File: src/rtl/pc_sequencer.sv
// pc_sequencer: next-PC selection for the fetch PC register with stall-held branch redirect
module pc_sequencer #(
  parameter logic [31:0] RESET_PC   = 32'h0000_3000,
  parameter logic [31:0] EXC_VECTOR = 32'h0000_4180,
  parameter logic [31:0] IMEM_LO    = 32'h0000_3000,
  parameter logic [31:0] IMEM_HI    = 32'h0000_6FFC
) (
  input  logic        clk,
  input  logic        reset,
  input  logic [31:0] pc_cur,
  input  logic        stall,
  input  logic        is_br,
  input  logic        br_taken,
  input  logic [31:0] br_target,
  input  logic        exc_req,
  input  logic        eret_req,
  input  logic [31:0] epc,
  output logic [31:0] pc_next,
  output logic        pc_en,
  output logic        flush,
  output logic        bd_f,
  output logic        fetch_adel
);
  typedef enum logic {RUN, PEND} state_t;
  state_t      state_q, state_d;
  logic [31:0] pend_q, pend_d;
  logic        bd_q, bd_d;
  logic [31:0] seq_pc;
  assign seq_pc     = pc_cur + 32'd4;
  assign bd_f       = bd_q;
  assign fetch_adel = (|pc_cur[1:0]) || (pc_cur < IMEM_LO) || (pc_cur > IMEM_HI);
  // state, pending target and delay-slot flag; reset is folded into the next-state logic
  always_ff @(posedge clk) begin
    state_q <= state_d;
    pend_q  <= pend_d;
    bd_q    <= bd_d;
  end
  // priority: reset > exception > eret > stall > pending redirect > branch > sequential
  always_comb begin
    state_d = state_q;
    pend_d  = pend_q;
    bd_d    = bd_q;
    pc_next = seq_pc;
    pc_en   = 1'b0;
    flush   = 1'b0;
    if (reset) begin
      pc_next = RESET_PC;
      state_d = RUN;
      pend_d  = '0;
      bd_d    = 1'b0;
    end else if (exc_req || eret_req) begin
      pc_next = exc_req ? EXC_VECTOR : epc;
      pc_en   = 1'b1;
      flush   = 1'b1;
      state_d = RUN;
      pend_d  = '0;
      bd_d    = 1'b0;
    end else if (stall) begin
      if (state_q == RUN && br_taken) begin
        pend_d  = br_target;
        state_d = PEND;
      end
    end else begin
      pc_en   = 1'b1;
      bd_d    = is_br;
      pc_next = (state_q == PEND) ? pend_q : (br_taken ? br_target : seq_pc);
      state_d = RUN;
    end
  end
endmodule

File: config.mk
export PLATFORM = sky130hd
export DESIGN_NAME = pc_sequencer
export DESIGN_NICKNAME = d
export VERILOG_FILES = /design/src/rtl/pc_sequencer.sv
export SDC_FILE = /design/constraint.sdc
export NUM_CORES = 1
export LEC_CHECK = 0
export ABC_CLOCK_PERIOD_IN_PS = 1500
export CORE_UTILIZATION = 39
export CTS_CLUSTER_SIZE = 8
export DETAILED_ROUTE_END_ITERATION = 6
export GPL_TIMING_DRIVEN = 0
export PLACE_DENSITY_LB_ADDON = 0.15
export SLEW_MARGIN = 20
export SYNTH_ARGS = -nofsm -noshare
export SYNTH_HDL_FRONTEND = slang
export SYNTH_SLANG_ARGS = --single-unit
export TNS_END_PERCENT = 50
File: constraint.sdc
create_clock -name clk -period 1.5 [get_ports clk]
set_input_delay 0.225 -clock clk [delete_from_list [all_inputs] [get_ports clk]]
set_output_delay 0.225 -clock clk [all_outputs]
set_load 0.005 [all_outputs]
Yosys cells after proc, flatten, opt, wreduce, memory -nomap -nowiden. Index checks and enable logic that the tools add are counted.

Add/sub/neg operators: 1. $mul: 0. Divide/modulo/power cells: 0. $lt $le $gt $ge: 2. Equal/unequal tests: 0. Shifts and indexed selects: 0. Mux-type cells: 11. Bitwise gates (word level): 2. Reductions and logical operators: 8.

Operators with widths (count): $mux W32 (6); $add A32 B3 Y32 const B (1); $gt A32 B15 Y1 const B (1); $lt A32 B14 Y1 const B (1); $mux W1 (5); $reduce_or A2 Y1 (2); $logic_or A1 B1 Y1 (3); $reduce_or A3 Y1 (1); $not A1 Y1 (2); $reduce_and A2 Y1 (1); $logic_and A1 B1 Y1 (1).

Flip-flop bits (word level): 34. Bits in latches: 0. Bits in writable memories: 0. Bits in read-only memories: 0. Bits of input ports: 103. Logic and storage cells: 27. Memories: 0.

Longest topological paths before layout.
Word-level depth: 6. Depth in mapped cells: 7. Gate-level depth less buffers: 5.

Worst setup path before layout. Ideal clock, no wire load.

Path kind: register to output. Start: register state_q. End: output port pc_next[8]. Arrival: 1.451 ns. Required time: 1.275 ns. Slack: -0.176 ns. Cell stages (with the launch flop): 7. Cell sequence: dfxtp_1 buf_2 nor2_1 nor2_1 clkbuf_1 o221ai_1 a21oi_1.

Longest elaborated chain between the ends: 4.

Ends and longest elaborated chain: start: declaration (line 25) `state_t state_q, state_d;`; start signal: assignment (line 34) `state_q <= state_d;`; $mux W32 (line 66) `pc_next = (state_q == PEND) ? pend_q : (br_taken ? br_target : seq_pc);`; $mux W32 (line 58) `end else if (stall) begin`; $mux W32 (line 51) `end else if (exc_req || eret_req) begin`; $mux W32 (line 46) `if (reset) begin`; end: declaration (line 18) `output logic [31:0] pc_next,`.

Every way passes these cells.

Worst setup path in the final report.
Start: input port pc_cur[7]. End: output port pc_next[31].

Longest elaborated chain between the ends: 6.

Ends and longest elaborated chain: start: declaration (line 10) `input logic [31:0] pc_cur,`; $add A32 B3 Y32 (*) (line 29) `assign seq_pc = pc_cur + 32'd4;`; $mux W32 (2 in a row) (line 66); $mux W32 (*) (line 58); $mux W32 (*) (line 51); $mux W32 (*) (line 46).

Every way passes the cells marked *; elsewhere a longest branch is shown, timed or not.

==> out/qor.yml <==
outcome: "finished with violations"
violations: "negative setup slack"
detail-route-antenna-nets: 0
fin_ws_ns: -0.4828
pwr-share-clk: 0.253
critPathMaxFanout: 3
clock-sinks: 34
drcViolationCount: 0
grt_pass1_vias: 4389
hold_viol: 0
powerDensity_nw_per_um2: 470.7
ys.flop_type: "dfxtp_1"
rows: 32
area_growth_pct: 89.54
crit_path_start_kind: "input port"
crit_chain: "buf_6 -> and4_1 -> buf_6 -> nand4_4 -> buf_8 -> buf_6 -> nor4_4 -> mux2i_1 -> a311oi_2 -> buf_2"
cp.arrival_ns: 1.76
setup_violations: 63
p_sw_frac: 0.3341
syn_inst: 480
vias: 4790
skew_ns: 0.005994
endpoint_kind: "primary output"
synth_top_area_share: 0.2180
yosys_warnings: 0
max_freq_ghz: 0.5043
drive_gt1_frac: 0.3968
gp_congestion: 0.8979
synth-edff-count: 0
worst-path-buf-inv: 5
layout.nets: 786
min_path_type: "in -> reg"
die_w_um: 91.47
grt-ovfl-total: 0
pin_count: 139
synth_top_cell_by_area: "dfxtp_1"
ir_drop_uv: 616.0
fin_crit_ns: 1.983
initial_core_util: 0.4040
crit_type: "in -> out"
hpwlAfterDp_um: 9429
fillCellCount: 531
port_buffers: 134
h-tree-depth: 2
path_clk_slew_ns: 0.07
grt_pass1_wl_um: 22770
synth.ff_latch_count: 34
dp_slack_ns: -1.459
p_switching_w: 0.0009305
ys_top_cells_by_area: "dfxtp_1 22%, nand2_1 13%, a21oi_1 11%"
p_seq_frac: 0.330
multi_input_area_um2: 2858
firstDrtPassIters: 5
placed_cells: 716
ys_async_sr_fraction: 0
fin_setup_tns_ns: -13.31
drt-total-wl_um: 15630
core_area_um2: 7727
crit_slowest_cell: "a311oi_2"
first_iter_violations: 362
clockBufferDepth: 2
synth_area_per_cell_um2: 6.504
final_cells: 785
root_buffer: "clkbuf_8"
combPwrFrac: 0.417
area.sequential_um2: 684.4
syn-cell-area_um2: 3122
p_int_w: 0.001855
period_share: 1.322
grt_start_max_net_pins: 12
synth_top_cells_by_count: "112 x nand2_1, 67 x a21oi_1, 35 x nor2_1, 34 x clkbuf_1, 34 x dfxtp_1"
dieArea_um2: 8366
cts_buffers: 5
ys_seq_area_frac: 0.2180
grt_use_total: 0.3430
avgRoutedWirePerCell_um: 19.91
timing.max_cap.violations: 0
max_stage_delay_ns: 0.30
antennaDiodeCount: 0
fp.dieH_um: 91.47
drv_slew: 0
routed_via_density: 6.102
clock_latency_ns: 0.29
max-slew-margin-rel: 0.5627
synth_cell_type_count: 50
cp_top_family: "buffers and inverters"
worst_slew_pin_slew_ns: 0.6560
antenna_found_initial: 0
yosysMostFrequentCell: "nand2_1"
critPathRequiredTime_ns: 1.27
crit_top_cell: "buf_6"
synthesis.nets: 584
rsz0062_at_grt: "yes"
cts_tree: "yes"
p_leak_nw: 2.329
==> cells by family after synthesis <==
| family | synth area share |
|---|---|
| xor gates and xnor gates | 0.05050 |
| buffers and inverters | 0.06733 |
| adders and majority gates | 0.004007 |
| muxes | 0.006413 |
| DFF | 0.2180 |
| AOI/OAI and AO/OA | 0.2898 |
| and+or+nand+nor | 0.3639 |
==> flip-flops by register name, summed over array words and instances (netlist names) <==
name     count
bd_f         1
state_q      1
pend_q      32
==> through the flow <==
step                hold WS, ns  cell area [µm²]  total power (W)  utilization
CTS                      0.3879             5535         0.002648       0.7163
floorplan                0.3610             3134         0.001284            -
detailed placement       0.4466             4603         0.001826       0.5957
global route             0.4576             5917         0.002881       0.7657
finish                   0.4301             5917         0.002785       0.7657
global placement         0.4419             4603         0.001817       0.5957
==> layer usage <==
layer / routed length (µm) / track usage
met1: 5801 / 0.4347
met2: 7540 / 0.5909
met3: 1606 / 0.05109
met4: 682 / 0.1124
met5: 0 / 0
==> placed cells by master, fill, tap and decap left out, drive strengths merged, types with 3 or more instances in the layout <==
master           n
xor2             6
a22o             6
o21ai           25
o311ai           5
clkdlybuf4s50   71
nand4            9
dfxtp           34
and4             7
a21boi           3
nor2            35
nand3           16
nor4            11
xnor2           12
clkdlybuf4s15    3
clkbuf          38
buf            128
inv              6
or3              4
a21oi           67
dlygate4sd2      4
nor3            12
o221ai          11
a22oi            8
nor2b           14
o31ai            6
nand2          112
o31a             4
nand2b           3
==> cell type report <==
| cell class | count | area share |
|---|---|---|
| plain buffers | 40 | 0.06280 |
| clock buffers | 7 | 0.01459 |
| clock inverters | 1 | 0.0008458 |
| inverters | 6 | 0.003806 |
| multi-input cells | 398 | 0.4830 |
| flip-flops and latches | 34 | 0.1157 |
| well taps | 102 | 0.02157 |
| repair buffers | 197 | 0.2977 |
==> worst paths after layout <==
check	from	endpoint	slack, ns	cells past startpoint
setup / recovery	pc_cur[7]	pc_next[31]	-0.48	10
hold reg to reg	pend_q[29]	pend_q[29]	0.46	2
setup reg to reg	state_q	pend_q[14]	-0.08	6
hold / removal	br_taken	state_q	0.43	4
==> what timing repair did <==
action                     CTS  global route
hold buffers                 0             0
resized for setup          413           114
pin swaps                   69            52
cloned                       2             1
setup buffers               45            15
setup endpoints to repair   66            66
==> worst register-to-register path: cells and delay by family (launching register included) <==
kind,cells,cell delay (ns)
buffers and inverters,2,0.52
flip-flops,1,0.44
AND/OR/NAND/NOR,3,0.36
AO/OA/AOI/OAI,1,0.18
==> power groups by stage <==
stage | clock (W) | combinational, W | sequential [W]
2_1_floorplan | 0 | 0.000346 | 0.000938
3_3_place_gp | 0 | 0.000879 | 0.000938
3_5_place_dp | 0 | 0.000887 | 0.000939
4_1_cts | 0.000710 | 0.00102 | 0.000919
5_1_grt | 0.000741 | 0.00122 | 0.000921
6_report | 0.000704 | 0.00116 | 0.000920
(Power assumes the default switching activity.)
